==> src/rtl/tmr_pkg.sv <==
// tmr_pkg: shared types and constants for the triple-modular-redundancy
// job controller and its voter.
//   N_REPLICA               number of redundant replicas
//   ST_OK/ST_CORRECTED/ST_ERROR  response status encodings
//   state_e                 controller FSM states
package tmr_pkg;

  localparam int unsigned N_REPLICA = 3;

  localparam logic [1:0] ST_OK        = 2'b00;
  localparam logic [1:0] ST_CORRECTED = 2'b01;
  localparam logic [1:0] ST_ERROR     = 2'b10;

  typedef enum logic [2:0] {
    S_IDLE,
    S_DISPATCH,
    S_WAIT,
    S_VOTE,
    S_RESP
  } state_e;

endpackage

==> src/rtl/tmr_voter3.sv <==
// tmr_voter3: combinational word-level majority voter over three results.
// Ports:
//   i_d0/i_d1/i_d2  candidate results
//   i_valid         which candidates take part in the vote
//   o_data          voted word (0 when there is no majority)
//   o_status        ST_OK / ST_CORRECTED / ST_ERROR
//   o_majority      a usable result was found
//   o_disagree      the odd replica out when two of three agree
module tmr_voter3
  import tmr_pkg::*;
#(
  parameter int unsigned DATA_W = 32
) (
  input  logic [DATA_W-1:0]    i_d0,
  input  logic [DATA_W-1:0]    i_d1,
  input  logic [DATA_W-1:0]    i_d2,
  input  logic [N_REPLICA-1:0] i_valid,
  output logic [DATA_W-1:0]    o_data,
  output logic [1:0]           o_status,
  output logic                 o_majority,
  output logic [N_REPLICA-1:0] o_disagree
);

  logic w_e01, w_e02, w_e12;

  assign w_e01 = (i_d0 == i_d1);
  assign w_e02 = (i_d0 == i_d2);
  assign w_e12 = (i_d1 == i_d2);

  always_comb begin
    o_data     = '0;
    o_status   = ST_ERROR;
    o_majority = 1'b0;
    o_disagree = '0;
    case (i_valid)
      3'b111: begin
        if (w_e01 && w_e12) begin
          o_data = i_d0; o_status = ST_OK; o_majority = 1'b1;
        end else if (w_e01) begin
          o_data = i_d0; o_status = ST_CORRECTED; o_majority = 1'b1; o_disagree = 3'b100;
        end else if (w_e02) begin
          o_data = i_d0; o_status = ST_CORRECTED; o_majority = 1'b1; o_disagree = 3'b010;
        end else if (w_e12) begin
          o_data = i_d1; o_status = ST_CORRECTED; o_majority = 1'b1; o_disagree = 3'b001;
        end
      end
      3'b011: if (w_e01) begin o_data = i_d0; o_status = ST_OK; o_majority = 1'b1; end
      3'b101: if (w_e02) begin o_data = i_d0; o_status = ST_OK; o_majority = 1'b1; end
      3'b110: if (w_e12) begin o_data = i_d1; o_status = ST_OK; o_majority = 1'b1; end
      default: ;
    endcase
  end

endmodule

==> src/rtl/tmr_job_controller.sv <==
// tmr_job_controller: accepts one job at a time, dispatches the operand to
// every enabled replica, collects results, majority-votes them and retires
// replicas that keep faulting.
// Ports:
//   S_AXI_ACLK / S_AXI_ARESET   clock, synchronous active-high reset
//   req_valid/req_ready/req_data           job request
//   core_start/core_operand                dispatch to replicas
//   core_done/core_result0..2              replica completion
//   rsp_valid/rsp_ready/rsp_data/rsp_status voted response
//   core_disabled/fault_irq/clear_faults   replica retirement
module tmr_job_controller
  import tmr_pkg::*;
#(
  parameter int unsigned DATA_W      = 32,
  parameter int unsigned TIMEOUT     = 16,
  parameter int unsigned FAULT_LIMIT = 3,
  parameter int unsigned MAX_RETRY   = 1
) (
  input  logic                 S_AXI_ACLK,
  input  logic                 S_AXI_ARESET,
  input  logic                 req_valid,
  output logic                 req_ready,
  input  logic [DATA_W-1:0]    req_data,
  output logic [N_REPLICA-1:0] core_start,
  output logic [DATA_W-1:0]    core_operand,
  input  logic [N_REPLICA-1:0] core_done,
  input  logic [DATA_W-1:0]    core_result0,
  input  logic [DATA_W-1:0]    core_result1,
  input  logic [DATA_W-1:0]    core_result2,
  output logic                 rsp_valid,
  input  logic                 rsp_ready,
  output logic [DATA_W-1:0]    rsp_data,
  output logic [1:0]           rsp_status,
  output logic [N_REPLICA-1:0] core_disabled,
  output logic                 fault_irq,
  input  logic                 clear_faults
);

  localparam int unsigned   TW     = $clog2(TIMEOUT + 1);
  localparam logic [TW-1:0] T_LAST = TW'(TIMEOUT - 1);
  localparam logic [1:0]    F_LIM  = 2'(FAULT_LIMIT);
  localparam logic [7:0]    R_MAX  = 8'(MAX_RETRY);

  state_e               r_state, w_state_nxt;
  logic [DATA_W-1:0]    r_operand, r_rsp_data, w_vdata;
  logic [DATA_W-1:0]    r_res    [N_REPLICA];
  logic [DATA_W-1:0]    w_result [N_REPLICA];
  logic [1:0]           r_fcnt   [N_REPLICA];
  logic [1:0]           r_rsp_status, w_vstatus;
  logic [N_REPLICA-1:0] r_mask, r_done, r_disabled;
  logic [N_REPLICA-1:0] w_done_nxt, w_enabled, w_fault, w_disagree;
  logic [TW-1:0]        r_tcnt;
  logic [7:0]           r_retry;
  logic                 r_irq;
  logic                 w_enough, w_wait_exit, w_majority, w_retry_ok;

  assign w_result[0] = core_result0;
  assign w_result[1] = core_result1;
  assign w_result[2] = core_result2;

  assign w_enabled   = ~r_disabled;
  assign w_enough    = (w_enabled[0] & w_enabled[1]) | (w_enabled[0] & w_enabled[2]) |
                       (w_enabled[1] & w_enabled[2]);
  // Only first done from a dispatched replica counts.
  assign w_done_nxt  = r_done | (core_done & r_mask);
  // WAIT lasts at most TIMEOUT cycles: counter is 0 in the first WAIT cycle.
  assign w_wait_exit = (w_done_nxt == r_mask) || (r_tcnt == T_LAST);
  assign w_retry_ok  = (r_retry < R_MAX);
  // Silent replicas are charged on every vote; the odd one out only when a
  // majority exists.
  assign w_fault     = (r_mask & ~r_done) | (w_majority ? w_disagree : '0);

  tmr_voter3 #(.DATA_W(DATA_W)) u_voter (
    .i_d0       (r_res[0]),
    .i_d1       (r_res[1]),
    .i_d2       (r_res[2]),
    .i_valid    (r_done),
    .o_data     (w_vdata),
    .o_status   (w_vstatus),
    .o_majority (w_majority),
    .o_disagree (w_disagree)
  );

  assign core_operand  = r_operand;
  assign rsp_data      = r_rsp_data;
  assign rsp_status    = r_rsp_status;
  assign core_disabled = r_disabled;
  assign fault_irq     = r_irq;

  always_ff @(posedge S_AXI_ACLK) begin
    if (S_AXI_ARESET) r_state <= S_IDLE;
    else              r_state <= w_state_nxt;
  end

  always_comb begin
    w_state_nxt = r_state;
    req_ready   = 1'b0;
    core_start  = '0;
    rsp_valid   = 1'b0;
    case (r_state)
      S_IDLE: begin
        req_ready = 1'b1;
        if (req_valid) w_state_nxt = w_enough ? S_DISPATCH : S_RESP;
      end
      S_DISPATCH: begin
        core_start  = r_mask;
        w_state_nxt = S_WAIT;
      end
      S_WAIT: if (w_wait_exit) w_state_nxt = S_VOTE;
      S_VOTE: begin
        if (!w_majority && w_retry_ok) w_state_nxt = S_DISPATCH;
        else                           w_state_nxt = S_RESP;
      end
      S_RESP: begin
        rsp_valid = 1'b1;
        if (rsp_ready) w_state_nxt = S_IDLE;
      end
      default: w_state_nxt = S_IDLE;
    endcase
  end

  always_ff @(posedge S_AXI_ACLK) begin
    if (S_AXI_ARESET) begin
      r_operand    <= '0;
      r_rsp_data   <= '0;
      r_rsp_status <= '0;
      r_mask       <= '0;
      r_done       <= '0;
      r_disabled   <= '0;
      r_tcnt       <= '0;
      r_retry      <= '0;
      r_irq        <= 1'b0;
      for (int unsigned i = 0; i < N_REPLICA; i++) begin
        r_res[i]  <= '0;
        r_fcnt[i] <= '0;
      end
    end else begin
      r_irq <= 1'b0;
      case (r_state)
        S_IDLE: begin
          if (req_valid) begin
            r_operand <= req_data;
            r_mask    <= w_enabled;
            r_retry   <= '0;
            if (!w_enough) begin
              r_rsp_data   <= '0;
              r_rsp_status <= ST_ERROR;
            end
          end
        end
        S_DISPATCH: begin
          r_done <= '0;
          r_tcnt <= '0;
        end
        S_WAIT: begin
          r_done <= w_done_nxt;
          r_tcnt <= r_tcnt + 1'b1;
          for (int unsigned i = 0; i < N_REPLICA; i++)
            if (w_done_nxt[i] && !r_done[i]) r_res[i] <= w_result[i];
        end
        S_VOTE: begin
          if (w_majority) begin
            r_rsp_data   <= w_vdata;
            r_rsp_status <= w_vstatus;
          end else if (w_retry_ok) begin
            r_retry <= r_retry + 8'd1;
          end else begin
            r_rsp_data   <= '0;
            r_rsp_status <= ST_ERROR;
          end
        end
        S_RESP: if (rsp_ready) r_retry <= '0;
        default: ;
      endcase

      // clear_faults takes priority over any fault scored this cycle.
      if (clear_faults) begin
        r_disabled <= '0;
        for (int unsigned i = 0; i < N_REPLICA; i++) r_fcnt[i] <= '0;
      end else if (r_state == S_VOTE) begin
        for (int unsigned i = 0; i < N_REPLICA; i++) begin
          if (w_fault[i] && !r_disabled[i]) begin
            r_fcnt[i] <= r_fcnt[i] + 2'd1;
            if (r_fcnt[i] + 2'd1 == F_LIM) begin
              r_disabled[i] <= 1'b1;
              r_irq         <= 1'b1;
            end
          end
        end
      end
    end
  end

endmodule

==> config.mk <==
export PLATFORM = sky130hd
export DESIGN_NAME = tmr_job_controller
export DESIGN_NICKNAME = d
export VERILOG_FILES = /design/src/rtl/tmr_pkg.sv /design/src/rtl/tmr_voter3.sv /design/src/rtl/tmr_job_controller.sv
export SDC_FILE = /design/constraint.sdc
export NUM_CORES = 1
export LEC_CHECK = 0
export CORE_UTILIZATION = 25
export DETAILED_ROUTE_END_ITERATION = 10
export GPL_TIMING_DRIVEN = 0
export PLACE_DENSITY = 0.53
export SYNTH_ARGS = -nofsm -noshare
export SYNTH_HDL_FRONTEND = slang
export SYNTH_SLANG_ARGS = --single-unit
==> constraint.sdc <==
create_clock -name S_AXI_ACLK -period 4.9 [get_ports S_AXI_ACLK]
set_input_delay 0.98 -clock S_AXI_ACLK [delete_from_list [all_inputs] [get_ports S_AXI_ACLK]]
set_output_delay 0.98 -clock S_AXI_ACLK [all_outputs]
set_load 0.01 [all_outputs]
### Word level (Yosys, flattened, before mapping)

Memory sizes are Yosys's and may differ from the RTL's.
Cells that the tools add are included.

| storage, ports and cells | value |
|---|---|
| memory bits (writable) | 102 |
| output and inout bits | 75 |
| latch bits | 0 |
| ROM bits | 0 |
| memories kept | 2 |
| register bits after elaboration | 92 |
| logic and storage cells | 194 |

Memories:

| name | words | width | rd ports | clocked after memory_dff | write ports | line | text |
|---|---|---|---|---|---|---|---|
| r_res | 3 | 32 | 3 | 0 | 3 | tmr_job_controller.sv:46 | `logic [DATA_W-1:0] r_res [N_REPLICA];` |
| r_fcnt | 3 | 2 | 3 | 0 | 3 | tmr_job_controller.sv:48 | `logic [1:0] r_fcnt [N_REPLICA];` |

| cells by class | value |
|---|---|
| shift-type cells | 0 |
| reduce and logical (&&, ||, !) cells | 29 |
| equal/unequal tests | 23 |
| bitwise gates (word level) | 21 |
| multiply operators | 0 |
| muxes and demuxes | 101 |
| divide/modulo/power cells | 0 |
| order comparisons | 1 |
| $add $sub $neg | 5 |

Operators by type and width:

| operator | number |
|---|---|
| $mux W32 | 13 |
| $pmux W32 S4 | 1 |
| $eq A32 B32 Y1 | 3 |
| $pmux W32 S2 | 1 |
| $mux W1 | 47 |
| $mux W2 | 17 |
| $mux W3 | 11 |
| $mux W8 | 4 |
| $pmux W8 S3 | 1 |
| $pmux W3 S5 | 1 |
| $eq A3 B3 Y1 const B | 4 |
| $ne A2 B2 Y1 const B | 6 |
| $reduce_and A3 Y1 | 4 |
| $or A1 B1 Y1 | 11 |
| $pmux W5 S2 | 1 |
| $eq A3 B2 Y1 const B | 3 |
| $add A8 B1 Y8 const B | 1 |
| $logic_and A1 B1 Y1 | 8 |
| $lt A8 B1 Y1 const B | 1 |
| $pmux W2 S4 | 1 |
| $logic_not A1 Y1 | 7 |
| $add A2 B1 Y2 const B | 3 |
| $and A3 B3 Y3 | 2 |
| $eq A2 B2 Y1 const B | 3 |
| other kinds (21) | 26 |

### Longest topological paths before layout

Gate-level depths: netlist of run 1.
An unclocked memory read counts as a cell.

| logic depth | value |
|---|---|
| word-level depth | 16 |
| gate-level depth with buffers | 9 |
| depth with buffers taken out | 8 |

### Modules after synthesis

Synthesis of run 1 repeated with hierarchy kept, for this count alone.

| unflattened totals | value |
|---|---|
| cell total of the unflattened synthesis | 860 |
| area, all modules | 9216.3 µm² |

By module, submodules not included:

| module | sequential area each (µm²) | instances | cells each | area an instance (µm²) |
|---|---|---|---|---|
| tmr_job_controller | 4904.7 | 1 | 640 | 7487.2 |
| tmr_voter3 | 0.0 | 1 | 220 | 1729.2 |

### Worst setup path after synthesis of run 1

Ideal clock, no wire load.

| timing path | value |
|---|---|
| path type | in2reg |
| from | input S_AXI_ARESET |
| to | memory r_res[1][0], in the netlist r_res[0][32], enable pin |
| path buffers | 4 |
| arrival time | 2.430 ns |
| stages on the path | 5 |
| setup slack | 2.094 ns |
| cell sequence | clkbuf_1 -> buf_6 -> buf_4 -> clkbuf_1 -> a31o_2 |

RTL lines:

| what | line | text |
|---|---|---|
| from (decl) | tmr_job_controller.sv:20 | `input logic S_AXI_ARESET,` |
| to (decl) | tmr_job_controller.sv:46 |  |

==> results.py, run 1 <==
metrics = {
    "drt": {
        "drtAntennaViolNets": 0,
        "firstDrtPassIters": 5,
        "remaining_drc_errors": 0,
        "drt-wirelength-per-cell_microns": 18.6,
        "vias": 6637,
        "drtIter0Drc": 400,
        "wl_microns": 27400,
        "via_per_inst": 4.50,
    },
    "place": {
        "dp.cells": 1442,
        "dp_hpwl_microns": 21000,
        "io_buffer_count": 209,
        "gp_congestion": 0.818,
    },
    "pwr": {
        "p_leak_nw": 4.49,
        "power_density_nw_per_um2": 354,
        "ir_drop_mv": 0.245,
    },
    "clocking": {
        "clockBufferDepth": 2,
        "post_cts_buffers": 0,
        "cts-root-buf": "clkbuf_16",
        "tritoncts": "built",
        "cts.clk_slew.worst_paths_ns": 0.10,
        "htreeDepth": 4,
        "ctsResizeCount": 0,
        "ctsHoldBuffers": 0,
        "cts_inserted_buffers": 17,
        "clock_latency_ns": 0.46,
        "clkSinkCount": 194,
    },
    "setup_path": {
        "end_kind": "flop",
        "worst_path_max_delay_cell": "nor4_1",
        "rr_startpoint": "r_res[0][58]$_SDFFCE_PN0P_",
        "reg2reg_depth": 9,
        "cp_max_fo": 10,
        "max_stage_delay_ns": 0.65,
        "crit_chain": "xor2_1 > nor4_1 > nand4_1 > or3_1 > buf_6 > a41oi_4 > buf_6 > nor3b_1 > a221o_1",
        "crit_path_start_kind": "flop",
        "ff2ff_setup_slack_ns": 1.60,
        "cpMostUsedCell": "buf_6",
        "required_ns": 5.24,
        "path_class": "reg2reg",
        "cp.arrival_ns": 3.64,
        "r2r-end": "rsp_data[16]$_SDFFE_PP0P_",
    },
    "logic_synthesis": {
        "syn-num-nets": 921,
        "synth_cell_types": 52,
        "yosys.area.top_type": "edfxtp_1",
        "synthFlopType": "edfxtp_1",
        "synthArstFlopShare": 0,
        "syn_area_per_cell_sq_um": 11.3,
        "synth_area_leaders": "edfxtp_1 (35%), dfxtp_1 (21%), xor2_1 (9.6%)",
        "synth_seq_cells": 194,
        "synth_top_area_share": 0.350,
        "synth_warnings": 0,
        "syn_inst": 778,
        "synth_seq_area_share": 0.560,
        "netlist_area_sq_um": 8760,
        "synth_edf_count": 102,
    },
    "min_path": {
        "hp-class": "reg2reg",
        "hold_depth": 2,
        "hold_end": "core_operand[6]$_SDFFE_PP0P_",
        "hp-start": "core_operand[6]$_SDFFE_PP0P_",
    },
    "layout": {
        "multi_input_area_sq_um": 3560,
        "num_antenna_cells": 0,
        "fin_nets": 1149,
        "final_cell_count_no_fill": 1474,
        "regArea_sq_um": 4900,
        "drive_gt1_frac": 0.0638,
        "layout_common_cells": "clkdlybuf4s50_1 (209), and2_1 (102), edfxtp_1 (102)",
        "fillers": 3525,
        "final_common_cell": "clkdlybuf4s50_1",
        "syn2layout_area_growth_pct": 37.8,
    },
    "timing": {
        "finalHoldViolations": 0,
        "rsz0062_at_grt": "false",
        "period_minus_slack_ns": 3.30,
        "fin_setup_tns_ns": 0,
        "tightest_slew_ns": 1.15,
        "slew_headroom": 0.228,
        "setup_violations": 0,
        "fin_crit_sh": 0.673,
        "worst_clock_skew_ns": 0.0277,
        "drv_slew": 0,
        "timing.fmax_mhz": 303,
    },
    "floorplan": {
        "fp.coreArea_sq_um": 34500,
        "rows": 68,
        "die-area_sq_um": 35800,
        "die_h_microns": 189,
        "start_util": 0.254,
        "die_w_microns": 189,
        "ios": 211,
    },
    "global_routing": {
        "overflow": 0,
        "antenna_found_initial": 1,
        "grt_pass1_wl_microns": 40200,
        "grt_pass1_vias": 6608,
        "grt_max_degree": 33,
        "grt_usage": 0.152,
    },
    "outcome": {
        "status": "finished clean",
    },
    "job": {
        "maxCapViolations": 0,
    },
}
-- area by class of cell --
type	count	share of cell area
Tap cell	455	0.0472
Buffer	42	0.0218
Inverter	10	0.00311
Sequential cell	194	0.406
Timing Repair Buffer	209	0.173
Clock buffer	17	0.0352
Clock inverter	15	0.0183
Multi-Input combinational cell	532	0.295
-- synth_stat cells, types with 7 or more instances --
master and count:
nor2_1 27, ha_1 7, edfxtp_1 102, and2_1 102, nor4_1 26, xor2_1 96
dfxtp_1 92, a21oi_1 45, a221o_1 32, inv_1 10, buf_6 13, nor3b_1 38
clkbuf_1 23, nand2_1 78, nor3_1 8
-- worst max-delay path: cells and delay by family, from the launching register on --
kind            cells  cell delay, ns
simple gates        4            1.45
compound gates      2            0.66
buf+inv             2            0.39
flops               1            0.47
xor+xnor            1            0.21
-- state kept, by name, indices dropped and copies added, names as in the netlist --
| name | flops |
|---|---|
| r_res | 96 |
| core_operand | 32 |
| rsp_data | 32 |
| r_retry | 8 |
| r_fcnt | 6 |
| r_tcnt | 5 |
| core_disabled | 3 |
| r_done | 3 |
| r_mask | 3 |
| r_state | 3 |
| rsp_status | 2 |
| fault_irq | 1 |
-- per-layer routing --
metal	GRT usage	vias to the layer above	wire, microns
met3	0.0317	18	1540
met4	0.0313	2	231
li1	-	3218	-
met1	0.199	3179	12500
met5	0	-	10
met2	0.256	220	13100
-- how the worst max path moves through the flow --
| stage | startpoint | end | slack (ns) | cells past startpoint |
|---|---|---|---|---|
| finish | r_res[0][58]$_SDFFCE_PN0P_ | rsp_data[16]$_SDFFE_PP0P_ | 1.60 | 9 |
| floorplan | S_AXI_ARESET | r_res[0][32]$_SDFFCE_PN0P_ | 2.09 | 5 |
| global placement | S_AXI_ARESET | r_res[0][55]$_SDFFCE_PN0P_ | 1.07 | 5 |
| CTS | S_AXI_ARESET | r_res[0][63]$_SDFFCE_PN0P_ | 1.56 | 5 |
| detailed placement | S_AXI_ARESET | r_res[0][55]$_SDFFCE_PN0P_ | 1.08 | 5 |
| global route | r_state[1]$_SDFFE_PP0P_ | r_res[0][34]$_SDFFCE_PN0P_ | 1.42 | 7 |
-- where the power goes --
group | leakage [nW] | internal, W | switching [W] | total [W]
combinational | 2.37 | 0.000364 | 0.000430 | 0.000794
clock | 0.311 | 0.000726 | 0.000800 | 0.00153
sequential | 1.81 | 0.00184 | 0.000104 | 0.00195
-- logic make-up (layout without fill, tap and decap cells) --
kind of cell	count (synthesis)	count (layout)	synth area share
DFF	194	194	0.560
AOI/OAI and AO/OA	111	111	0.0952
adders and majority gates	8	8	0.0111
xor gates and xnor gates	96	96	0.0960
buffers and inverters	52	293	0.0343
muxes	1	1	0.00114
and+or+nand+nor	316	316	0.202
-- metrics by stage --
step	area, sq um	utilization	total power, W	hold WS (ns)	setup WS, ns
after floorplan	8760	-	0.00237	0.429	2.09
after global placement	11400	0.331	0.00278	0.442	1.07
after detailed placement	11400	0.331	0.00279	0.446	1.08
after CTS	12100	0.349	0.00432	0.457	1.56
after global routing	12100	0.349	0.00446	0.479	1.42
final	12100	0.349	0.00427	0.455	1.60
Power figures use the tool's default switching activity.
==> run 2: changes to the inputs <==
==> constraint.sdc (replaced) <==
create_clock -name S_AXI_ACLK -period 3.15 [get_ports S_AXI_ACLK]
set_input_delay 0.63 -clock S_AXI_ACLK [delete_from_list [all_inputs] [get_ports S_AXI_ACLK]]
set_output_delay 0.63 -clock S_AXI_ACLK [all_outputs]
set_load 0.01 [all_outputs]
==> run 2 against run 1 <==
Die area unchanged; global-route usage hardly changed; worst setup slack worse by 1.5 ns; register-to-register slack got worse by 1.5 ns; first-iteration DRC count shrank 8.5%; cell count did not move; routed wire length shrank 0.26%; largest cell class unchanged; design area up 0.29%; non-clock buffer count unchanged; utilization up 0.10 points.
==> results.py, run 2 (synthesis gave the netlist of run 1 again) <==
metrics = {
    "global_routing": {
        "grt_max_degree": 33,
        "antenna_found_initial": 1,
        "grt_pass1_vias": 6606,
        "overflow": 0,
        "grt_usage": 0.152,
        "grt_pass1_wl_microns": 40200,
    },
    "timing": {
        "fin_crit_sh": 0.974,
        "timing.hold.ws_ns": 0.455,
        "setup_violations": 0,
        "tightest_slew_ns": 1.14,
        "finalHoldViolations": 0,
        "rsz0062_at_grt": "false",
        "worst_clock_skew_ns": 0.0249,
        "timing.fmax_mhz": 326,
        "period_minus_slack_ns": 3.07,
        "drv_slew": 0,
        "slew_headroom": 0.235,
    },
    "pwr": {
        "power_density_nw_per_um2": 549,
        "fin_total_pwr_w": 0.00664,
        "p_leak_nw": 4.50,
        "ir_drop_mv": 0.382,
    },
    "drt": {
        "drt-wirelength-per-cell_microns": 18.5,
        "firstDrtPassIters": 5,
        "drtAntennaViolNets": 0,
        "wl_microns": 27300,
        "remaining_drc_errors": 0,
        "drtIter0Drc": 366,
        "via_per_inst": 4.48,
        "vias": 6599,
    },
    "layout": {
        "final_cell_count_no_fill": 1474,
        "fin_nets": 1149,
        "largest_register_ffs": 96,
        "final_common_cell": "clkdlybuf4s50_1",
        "regMostFlops": "r_res",
        "drive_gt1_frac": 0.0687,
        "num_antenna_cells": 0,
        "fillers": 3516,
        "syn2layout_area_growth_pct": 38.2,
        "layout_common_cells": "clkdlybuf4s50_1 (209), and2_1 (102), edfxtp_1 (102)",
    },
    "place": {
        "dp.cells": 1442,
        "dp_hpwl_microns": 21000,
        "gp_congestion": 0.818,
        "io_buffer_count": 209,
    },
    "setup_path": {
        "required_ns": 3.54,
        "path_class": "reg2reg",
        "cp_max_fo": 10,
        "end_kind": "flop",
        "crit_path_start_kind": "flop",
        "cp.arrival_ns": 3.46,
    },
    "floorplan": {
        "die_w_microns": 189,
        "fp.coreArea_sq_um": 34500,
        "die-area_sq_um": 35800,
        "ios": 211,
        "start_util": 0.254,
        "die_h_microns": 189,
        "rows": 68,
    },
    "clocking": {
        "cts.clk_slew.worst_paths_ns": 0.10,
        "htreeDepth": 4,
        "clkSinkCount": 194,
        "clockBufferDepth": 2,
        "clock_latency_ns": 0.46,
        "cts-root-buf": "clkbuf_16",
        "cts_inserted_buffers": 17,
        "tritoncts": "built",
    },
    "job": {
        "maxCapViolations": 0,
    },
    "outcome": {
        "status": "finished clean",
    },
    "min_path": {
        "hp-class": "reg2reg",
    },
}
run 2: changes by cell type in the layout (fill, tap and decap cells not counted):
cell / change
nor4_1: -3
o31ai_2: +1
nor4_2: +3
nor3_1: -1
o31ai_1: -1
nor3_4: +1
run 2: stage by stage:
stage	TNS [ns]	utilization	setup WS [ns]	instance area, sq um
after detailed placement	-21.30	0.331	-0.317	11400
final	0	0.350	0.0803	12100
after global routing	0	0.350	0.00999	12100
after floorplan	0	-	0.694	8760
after global placement	-23.83	0.331	-0.328	11400
after CTS	0	0.350	0.0903	12100
run 2: worst paths after layout:
| kind | endpoint | depth (start not counted) | slack (ns) | from |
|---|---|---|---|---|
| hold reg to reg | core_operand[6]$_SDFFE_PP0P_ | 2 | 0.46 | core_operand[6]$_SDFFE_PP0P_ |
| hold / removal | core_operand[6]$_SDFFE_PP0P_ | 2 | 0.46 | core_operand[6]$_SDFFE_PP0P_ |
| setup / recovery | rsp_data[14]$_SDFFE_PP0P_ | 8 | 0.08 | r_res[0][58]$_SDFFCE_PN0P_ |
| setup reg to reg | rsp_data[14]$_SDFFE_PP0P_ | 8 | 0.08 | r_res[0][58]$_SDFFCE_PN0P_ |
run 2: critical path: stages, from the launching register on:
cell and delay, ns:
edfxtp_1 0.47, xor2_1 0.21, nor4_2 0.48, nand4_1 0.28, or3_1 0.39, buf_6 0.15
a2111oi_4 0.62, buf_6 0.25, a221o_1 0.15
run 2: layout make-up:
class / count / area [sq um] / area share
plain buffers: 42 / 263 / 0.0217
clock buffers: 17 / 425 / 0.0351
clock inverters: 15 / 221 / 0.0183
inverters: 10 / 37.5 / 0.00310
multi-input cells: 532 / 3590 / 0.297
flip-flops and latches: 194 / 4900 / 0.405
well taps: 455 / 569 / 0.0470
repair buffers: 209 / 2090 / 0.173
run 2: where the power goes:
part / leakage [nW] / switching, W / internal [W]
sequential: 1.81 / 0.000162 / 0.00287
combinational: 2.38 / 0.000675 / 0.000568
clock: 0.311 / 0.00124 / 0.00113
run 2: per-layer routing:
layer  track usage  wire length, microns  share of wire
met2         0.256                 13100           0.48
met5             0                    10        0.00037
met1         0.200                 12600           0.46
met4        0.0313                   231         0.0085
met3        0.0317                  1450          0.053
run 2: timing repair:
item                                    in CTS  in global routing
endpoints found under the setup margin      69                 36
setup buffers                                0                  0
pin swaps                                    0                  0
hold buffers                                 0                  0
resized for setup                            2                  4
==> run 3: changes to the inputs <==
--- a/config.mk
+++ b/config.mk
@@ -5,10 +5,11 @@
 export SDC_FILE = /design/constraint.sdc
 export NUM_CORES = 1
 export LEC_CHECK = 0
-export CORE_UTILIZATION = 25
+export CAP_MARGIN = 20
+export CORE_UTILIZATION = 50
 export DETAILED_ROUTE_END_ITERATION = 10
 export GPL_TIMING_DRIVEN = 0
-export PLACE_DENSITY = 0.53
+export PLACE_DENSITY = 0.87
 export SYNTH_ARGS = -nofsm -noshare
 export SYNTH_HDL_FRONTEND = slang
 export SYNTH_SLANG_ARGS = --single-unit
==> run 3 against run 2 <==
Die area down 50%; hold slack worse by 0.0015 ns; count of clock-buffer cells in the layout increased by 2; non-clock buffer count unchanged; flip-flop and latch count unchanged; global-route usage is 12 points higher; critical path type unchanged; largest cell class unchanged; highest routed layer is now met4.
==> results.py, run 3 (synthesis gave the netlist of run 1 again) <==
metrics = {
    "timing": {
        "tightest_slew_ns": 1.10,
        "setup_violations": 0,
        "timing.fmax_mhz": 333,
        "finalHoldViolations": 0,
        "worst_clock_skew_ns": 0.0101,
        "fin_crit_sh": 0.953,
        "fin_setup_tns_ns": 0,
        "slew_headroom": 0.262,
        "rsz0062_at_grt": "false",
        "period_minus_slack_ns": 3.00,
        "drv_slew": 0,
    },
    "setup_path": {
        "path_class": "reg2reg",
        "worst_path_max_delay_cell": "edfxtp_1",
        "required_ns": 3.47,
        "cpMostUsedCell": "buf_6",
        "path_buf_inv": 2,
        "max_stage_delay_ns": 0.43,
        "end_kind": "flop",
        "crit_path_start_kind": "flop",
        "crit_chain": "xor2_1 > nor4_2 > nand4_1 > or3_1 > buf_6 > a41oi_4 > buf_6 > nor3b_1 > a221o_1",
        "critPathTopFamily": "simple AND/OR/NAND/NOR gates",
        "cp_max_fo": 10,
        "cp.arrival_ns": 3.32,
    },
    "global_routing": {
        "grt_max_degree": 33,
        "overflow": 0,
        "antenna_found_initial": 0,
        "grt_usage": 0.274,
        "grt_pass1_wl_microns": 36800,
        "grt_pass1_vias": 6914,
    },
    "floorplan": {
        "die-area_sq_um": 18100,
        "rows": 48,
        "die_w_microns": 134,
        "die_h_microns": 134,
        "fp.coreArea_sq_um": 17200,
        "start_util": 0.510,
        "ios": 211,
    },
    "clocking": {
        "clock_latency_ns": 0.44,
        "tritoncts": "built",
        "clkSinkCount": 194,
        "clockBufferDepth": 2,
        "htreeDepth": 4,
        "cts-root-buf": "clkbuf_16",
        "cts_inserted_buffers": 17,
        "post_cts_buffers": 0,
        "ctsHoldBuffers": 0,
        "cts.clk_slew.worst_paths_ns": 0.07,
    },
    "drt": {
        "drtAntennaViolNets": 0,
        "vias": 6939,
        "drt-wirelength-per-cell_microns": 19.3,
        "remaining_drc_errors": 0,
        "drtIter0Drc": 534,
        "via_per_inst": 5.58,
        "firstDrtPassIters": 5,
        "wl_microns": 24000,
    },
    "place": {
        "dp.cells": 1212,
        "gp_congestion": 0.937,
        "io_buffer_count": 209,
        "dp_hpwl_microns": 17700,
    },
    "layout": {
        "largest_register_ffs": 96,
        "final_cell_count_no_fill": 1244,
        "fin_nets": 1149,
        "num_antenna_cells": 0,
        "syn2layout_area_growth_pct": 33.9,
        "regMostFlops": "r_res",
        "final_common_cell": "clkdlybuf4s50_1",
        "layout_common_cells": "clkdlybuf4s50_1 (209), and2_1 (102), edfxtp_1 (102)",
        "drive_gt1_frac": 0.0638,
    },
    "outcome": {
        "status": "finished clean",
    },
    "pwr": {
        "power_density_nw_per_um2": 546,
        "p_leak_nw": 4.47,
        "ir_drop_mv": 0.428,
    },
    "job": {
        "maxCapViolations": 0,
    },
    "min_path": {
        "hp-class": "reg2reg",
    },
}
==> run 3: tightest hold or removal path, delay by kind of cell, from the launching register on <==
| kind | cells | cell delay (ns) |
|---|---|---|
| AOI/OAI and AO/OA | 1 | 0.05 |
| and+or+nand+nor | 1 | 0.05 |
| DFF | 1 | 0.31 |
==> run 3: stage by stage <==
stage	power, W	hold slack [ns]	util	area, sq um	setup slack (ns)
global placement	0.00425	0.441	0.648	11100	-0.0938
global route	0.00662	0.473	0.683	11700	0.00617
detailed placement	0.00429	0.445	0.648	11100	-0.117
CTS	0.00639	0.455	0.682	11700	0.00478
finish	0.00640	0.454	0.683	11700	0.149
floorplan	0.00369	0.429	-	8760	0.694
==> run 3: per-layer routing <==
metal	vias to the layer above	global-route usage	wire length, microns
met5	-	0	0
li1	3221	-	-
met4	0	0.125	764
met1	3252	0.328	9280
met2	398	0.467	12000
met3	68	0.0639	2030
==> run 3: path summary, 6_finish.rpt <==
kind | start | depth (start not counted) | slack (ns) | end
worst min-delay path | core_operand[27]$_SDFFE_PP0P_ | 2 | 0.45 | core_operand[27]$_SDFFE_PP0P_
worst min register to register | core_operand[27]$_SDFFE_PP0P_ | 2 | 0.45 | core_operand[27]$_SDFFE_PP0P_
worst max register to register | r_res[0][59]$_SDFFCE_PN0P_ | 9 | 0.15 | rsp_data[31]$_SDFFE_PP0P_
worst max-delay path | r_res[0][59]$_SDFFCE_PN0P_ | 9 | 0.15 | rsp_data[31]$_SDFFE_PP0P_
==> run 3: final cells by class <==
cell class,instances,area [sq um]
Timing Repair Buffer,209,2090
Multi-Input combinational cell,532,3570
Fill cell,1255,5440
Buffer,42,263
Clock inverter,13,115
Clock buffer,19,464
Sequential cell,194,4900
Inverter,10,37.5
Tap cell,225,282
==> run 3: power breakdown <==
group | switching, W | internal [W] | total, W
logic | 0.000671 | 0.000567 | 0.00124
clock network | 0.000971 | 0.00117 | 0.00214
registers | 0.000158 | 0.00287 | 0.00303
==> run 3: repair_timing <==
item,CTS,global route
gates cloned,0,0
hold endpoints to repair,0,0
setup endpoints to repair,4,37
resized for setup,1,2
pin swaps,0,0
